===== src/rtl/median_window_3x3.sv =====
// Streaming 3x3 neighbourhood generator: two line buffers plus a 3x3 shift window,
// emitting one full window per accepted pixel once two lines and two columns are buffered.
module median_window_3x3 #(
  parameter int DATA_W     = 8,
  parameter int IMG_WIDTH  = 8,
  parameter int IMG_HEIGHT = 8
) (
  input  logic              clk,
  input  logic              rst_n,
  input  logic              in_valid,
  input  logic [DATA_W-1:0] in_pixel,
  output logic              out_valid,
  output logic [DATA_W-1:0] w00,
  output logic [DATA_W-1:0] w01,
  output logic [DATA_W-1:0] w02,
  output logic [DATA_W-1:0] w10,
  output logic [DATA_W-1:0] w11,
  output logic [DATA_W-1:0] w12,
  output logic [DATA_W-1:0] w20,
  output logic [DATA_W-1:0] w21,
  output logic [DATA_W-1:0] w22,
  output logic              out_eof
);

  localparam int CW = $clog2(IMG_WIDTH);
  localparam int RW = $clog2(IMG_HEIGHT);
  localparam logic [CW-1:0] COL_LAST = CW'(IMG_WIDTH - 1);
  localparam logic [RW-1:0] ROW_LAST = RW'(IMG_HEIGHT - 1);

  logic [CW-1:0] col;
  logic [RW-1:0] row;

  logic [DATA_W-1:0] lb0 [0:IMG_WIDTH-1];
  logic [DATA_W-1:0] lb1 [0:IMG_WIDTH-1];
  logic [DATA_W-1:0] top0;
  logic [DATA_W-1:0] top1;
  logic              emit;

  assign top0 = lb0[col];
  assign top1 = lb1[col];
  assign emit = (row >= RW'(2)) && (col >= CW'(2));

  // Line buffers need no reset; non-blocking writes give read-before-write at the same column.
  always_ff @(posedge clk) begin
    if (rst_n && in_valid) begin
      lb0[col] <= top1;
      lb1[col] <= in_pixel;
    end
  end

  always_ff @(posedge clk) begin
    if (!rst_n) begin
      col       <= '0;
      row       <= '0;
      out_valid <= 1'b0;
      out_eof   <= 1'b0;
      w00 <= '0; w01 <= '0; w02 <= '0;
      w10 <= '0; w11 <= '0; w12 <= '0;
      w20 <= '0; w21 <= '0; w22 <= '0;
    end else begin
      out_valid <= 1'b0;
      out_eof   <= 1'b0;
      if (in_valid) begin
        w00 <= w01; w01 <= w02; w02 <= top0;
        w10 <= w11; w11 <= w12; w12 <= top1;
        w20 <= w21; w21 <= w22; w22 <= in_pixel;
        out_valid <= emit;
        out_eof   <= emit && (row == ROW_LAST) && (col == COL_LAST);
        if (col == COL_LAST) begin
          col <= '0;
          row <= (row == ROW_LAST) ? '0 : row + RW'(1);
        end else begin
          col <= col + CW'(1);
        end
      end
    end
  end

endmodule


===== config.mk =====
export PLATFORM = sky130hd
export DESIGN_NAME = median_window_3x3
export DESIGN_NICKNAME = d
export VERILOG_FILES = /design/src/rtl/median_window_3x3.sv
export SDC_FILE = /design/constraint.sdc
export NUM_CORES = 1
export LEC_CHECK = 0
export ABC_AREA = 0
export CAP_MARGIN = 20
export CORE_ASPECT_RATIO = 1.25
export CORE_UTILIZATION = 56
export DETAILED_ROUTE_END_ITERATION = 8
export MAX_ROUTING_LAYER = met4
export PLACE_DENSITY = 0.84
export SYNTH_ARGS = -nofsm -noshare
export SYNTH_HDL_FRONTEND = slang
export SYNTH_SLANG_ARGS = --single-unit

===== constraint.sdc =====
create_clock -name clk -period 3.8 [get_ports clk]
set_input_delay 0.57 -clock clk [delete_from_list [all_inputs] [get_ports clk]]
set_output_delay 0.57 -clock clk [all_outputs]
set_load 0.02 [all_outputs]

# --- Yosys cells after proc, flatten, opt, wreduce, memory -nomap -nowiden ---
# Memory sizes are Yosys's and may differ from the RTL's. A register that Yosys moved wholly into a read port is not among the register bits.
# Cells that the tools add are included.
word_totals:
  reg_bits: 72
  latchBits: 0
  ram_bits: 128
  mem_bits_ro: 0
  in_bits: 11
  output_inout_bits: 74
  word_cells: 33
  memories: 2
memory_table:
  columns: ["memory", "depth", "word_bits", "read_ports", "rd_ports_with_merged_regs", "wr", "line_no", "source"]
  rows:
  - ["lb0", 8, 8, 1, 1, 1, "33", "logic [DATA_W-1:0] lb0 [0:IMG_WIDTH-1];"]
  - ["lb1", 8, 8, 1, 1, 1, "34", "logic [DATA_W-1:0] lb1 [0:IMG_WIDTH-1];"]
op_classes:
  addsub: 2
  mul: 0
  div: 0
  magnitude_cmp: 2
  n_eq_ne: 2
  shifts: 0
  muxes: 6
  n_bitwise: 0
  reduce_logical: 7
op_table:
  columns: ["cell", "count"]
  rows:
  - ["$mux W3", 4]
  - ["$add A3 B1 Y3 const B", 2]
  - ["$eq A3 B3 Y1 const B", 2]
  - ["$ge A3 B2 Y1 const B", 2]
  - ["$logic_and A1 B1 Y1", 4]
  - ["$reduce_and A2 Y1", 2]
  - ["$mux W1", 2]
  - ["$logic_not A1 Y1", 1]

# --- Depth between registers and ports, before layout ---
depth:
  word_depth: 4
  mapped_depth: 6
  ltp_nobuf: 6

# --- Worst setup path before layout ---
# OpenSTA, ideal clock, no wires.
synth_timing:
  kind: "in2reg"
  startpoint: "input in_valid"
  endpoint: "memory lb0[5][0] (enable)"
  setup_time_ns: 0.409
  arrival_ns: 2.415
  required_time_ns: 3.391
  path_slack_ns: 0.975
  cell_stages: 5
  path_buffers: 3
  path_cell_list: "buf_2 -> buf_2 -> buf_2 -> nand2_1 -> nor3_1"
synth_between:
  elab_chain_len: 3
synth_lines:
  columns: ["item", "line_no", "source"]
  rows:
  - ["start: declaration", "10", "input logic in_valid,"]
  - ["$logic_and A1 B1 Y1", "45", "if (rst_n && in_valid) begin"]
  - ["$mux W1", "45", null]
  - ["$mux W1 (implied by the code)", "46", "lb0[col] <= top1;"]
  - ["end: declaration", "33", null]
# Every way passes these cells.

# --- Worst setup path after layout ---
layout_timing:
  startpoint: "register col[0]"
  endpoint: "register out_eof"
layout_between:
  elab_chain_len: 4
  elab_cells_between_ends: 5
  cone_classes: "order compare (1); eq/ne (1); reduce/logical (3)"
layout_lines:
  columns: ["item", "line_no", "source"]
  rows:
  - ["start: declaration", "30", "logic [CW-1:0] col;"]
  - ["start signal: assignment", "73", "col <= col + CW'(1);"]
  - ["$ge A3 B2 Y1", "41", "assign emit = (row >= RW'(2)) && (col >= CW'(2));"]
  - ["$logic_and A1 B1 Y1", "41", null]
  - ["$logic_and A1 B1 Y1", "68", "out_eof <= emit && (row == ROW_LAST) && (col == COL_LAST);"]
  - ["$logic_and A1 B1 Y1 *", "68", null]
  - ["end signal: assignment", "68", null]
  - ["end: declaration", "22", "output logic out_eof"]
# Mark *: on every way between the ends. The rest lies on a longest branch, timed or not.
# A chain may end at the register's enable or synchronous reset.

==> run metrics <==
ratio of cells with drive above 1 in the final layout=12.76%; First DRT Iteration DRCs=337; H-tree depth=1; setup TNS=0 ps; critical path's slowest cell=dfxtp_1; relative max-transition margin=25.06%; max-cap violation count=0; LEAKAGE=approximately 3.4 nW; vias in the first global route=about 4,800; fillers=909; setup violators final=0; crit path DAT=2670 ps; reg-to-reg startpoint=col[0]$_SDFFE_PN0P_; hold_buf cts=0; Critical Path RT=4180 ps; Die Height=~140 microns; ranking of synthesized cells by area=edfxtp_1 (48%), dfxtp_1 (21%), mux2i_1 (10%); Worst path max stage delay=1070 ps; Post-synth EDFFs=128; per-cell routed wire length=21.10 microns; worst-case clock buffer depth=3; Worst Hold Class=flop to flop; ANT nets after route=0; Syn Area/Cell=15.09 sq um; post-placement cell area=9047 sq um; Rows=48; multi-input logic area=2385 sq um; Fin. Hold Viols=0; number of post-CTS setup repair buffers=0; CTS buffer count=19; I/O Pins=85; Post-Layout Inst Area=slightly below 10,000 sq um; first drt pass iteration count=5; Tmin final=2293 ps; VDD IR-drop max=approximately 0.4 mV; core box area=13,930 sq um; Post-synth top flop=edfxtp_1; #FFs+latches synth=~210; Syn Nets=between 500 and 600; Mapped Area=8087 sq um; R2R setup slack=roughly 1500 ps; register area share after synthesis=68.08%; Buffers on Ports=84; Slew Limit Fails=0; CP Cell Sequence=inv_1, ha_1, nor3_1, nor2_1, and3_1; antenna cells=0; fraction of registers with async set/reset=0%; Total Wirelength=between 15,000 and 20,000 microns; post-detail-place hpwl=10,750 microns; die area=between 10,000 and 15,000 sq um; Fin Hold WS=about 500 ps; routed vias=4,683; area grow syn2layout=19.65%; sequential cell area=5505 sq um; clock sink count=about 210; clock-pin slew on the worst setup and hold paths=60 ps; cell family with most CP delay=flip-flops; Reg2Reg Capture Point=out_eof$_SDFF_PN0_; pin count of the biggest net entering global routing=63; Syn. warnings=0; Power Density=504.5 nW/um^2; CP Launch Type=flop; highest clock rate=0.4361 GHz; hold_sp=row[2]$_SDFFE_PN0P_; critical path class=flop to flop; Endpoint, Worst Hold=row[2]$_SDFFE_PN0P_; routability congestion estimate=around 0.84; Via density=5.781; Starting Density=58.04%; Clock Skews=22.57 ps; Resize count post-CTS=0; r2r worst-path depth=5; first-pass GRT wire length=26,670 microns; grt total ovfl=0; Least-Margin Pin Slew=about 1100 ps; Tot Pwr=~4.9 mW; Clk Tree Root Cell=clkbuf_16; NumNets Final=639; GRT Util Overall=24.67%; period utilisation layout=approximately 60%; CP endpoint kind=flop; leading area contributor after synthesis=edfxtp_1; RSZ-0062 raised after global routing=no; clock latency on the worst-skew pair=510 ps; post-synth top area share=47.53%; DRC Markers=0; initial antenna violation count=0; CTS tree=yes; CP max FO=21; Synth top cells by count=edfxtp_1 (128), dfxtp_1 (83), mux2i_1 (83); die width=109.5 microns; Syn Inst Count=536; status=completed; most instantiated library cell after synthesis=edfxtp_1; worst hold path depth=2; CP Buf/Inv Count=1; Synth cell types=36
worst register-to-register path, delay by kind of cell (launching register included):
kind	cells	cell delay, ps
DFF	1	1070
and+or+nand+nor	3	410
buffers and inverters	1	380
adders and majority gates	1	320
sequential cells by signal, indices dropped and copies added, names as in the netlist, named ones only:
register and flops:
col 3, lb0 64, lb1 64, out_eof 1
out_valid 1, row 3, w00 8, w01 8
w02 8, w10 8, w11 8, w12 8
w20 8, w21 8, w22 8
placed cells by master, fill, tap and decap left out, types with 4 or more instances in the layout:
cell	n
a21oi_1	14
a221oi_1	4
a221oi_2	5
buf_4	13
clkbuf_16	21
clkdlybuf4s50_1	82
clkinv_1	5
dfxtp_1	83
edfxtp_1	128
ha_1	6
mux2_2	20
mux2i_1	83
mux4_2	6
nand2_1	11
nand2b_1	6
nand3_1	4
nor2_1	14
nor2b_1	60
o21ai_0	21
o21ba_1	5
o22ai_1	8
power by group:
| part | total, mW | leakage, nW | switching (mW) | internal [mW] |
|---|---|---|---|---|
| Sequential | 2.55 | 1.83 | 0.0511 | 2.50 |
| Combinational | 0.416 | 1.27 | 0.238 | 0.179 |
| Clock | 1.91 | 0.309 | 0.801 | 1.11 |
| Total | 4.88 | 3.42 | 1.09 | 3.79 |
stage by stage:
| step | instances | util [%] | setup WS [ps] |
|---|---|---|---|
| CTS | 810 | 69.44 | 1515 |
| global route | 810 | 69.44 | 1317 |
| global placement | 776 | 64.93 | 1605 |
| detailed placement | 776 | 64.93 | 1529 |
| floorplan | 536 | - | 975.3 |
| finish | 810 | 69.44 | 1507 |
worst max-delay path by stage:
stage | from | endpoint | slack [ps] | cells after the start
6_report | col[0]$_SDFFE_PN0P_ | out_eof$_SDFF_PN0_ | 1510 | 5
5_1_grt | col[0]$_SDFFE_PN0P_ | row[0]$_SDFFE_PN0P_ | 1320 | 6
2_1_floorplan | in_valid | lb0[5][0]$_DFFE_PP_ | 980 | 5
3_5_place_dp | in_valid | lb1[0][0]$_DFFE_PP_ | 1530 | 4
3_3_place_gp | in_valid | flop | 1600 | 5
4_1_cts | col[0]$_SDFFE_PN0P_ | row[1]$_SDFFE_PN0P_ | 1520 | 6
area by class of cell:
type                            count  area share [%]
Clock inverter                      8          0.6595
Timing Repair Buffer               96           9.544
Sequential cell                   211           56.90
Tap cell                          175           2.263
Inverter                            4          0.1552
Clock buffer                       26           5.832
Multi-Input combinational cell    290           24.65
cells by family after synthesis:
kind of cell	Yosys count	synth area share, %
adders and majority gates	6	0.9283
DFF	211	68.08
muxes	111	15.10
AOI/OAI and AO/OA	70	6.282
and+or+nand+nor	103	7.056
buffers and inverters	35	2.553
routing by layer:
metal / GRT usage (%) / up-vias / wire, microns
li1: - / 2148 / -
met1: 32.89 / 2263 / 6964
met2: 39.10 / 234 / 8506
met3: 3.116 / 38 / 1164
met4: 8.667 / 0 / 454
met5: - / - / 0
Power figures use the tool's default switching activity.
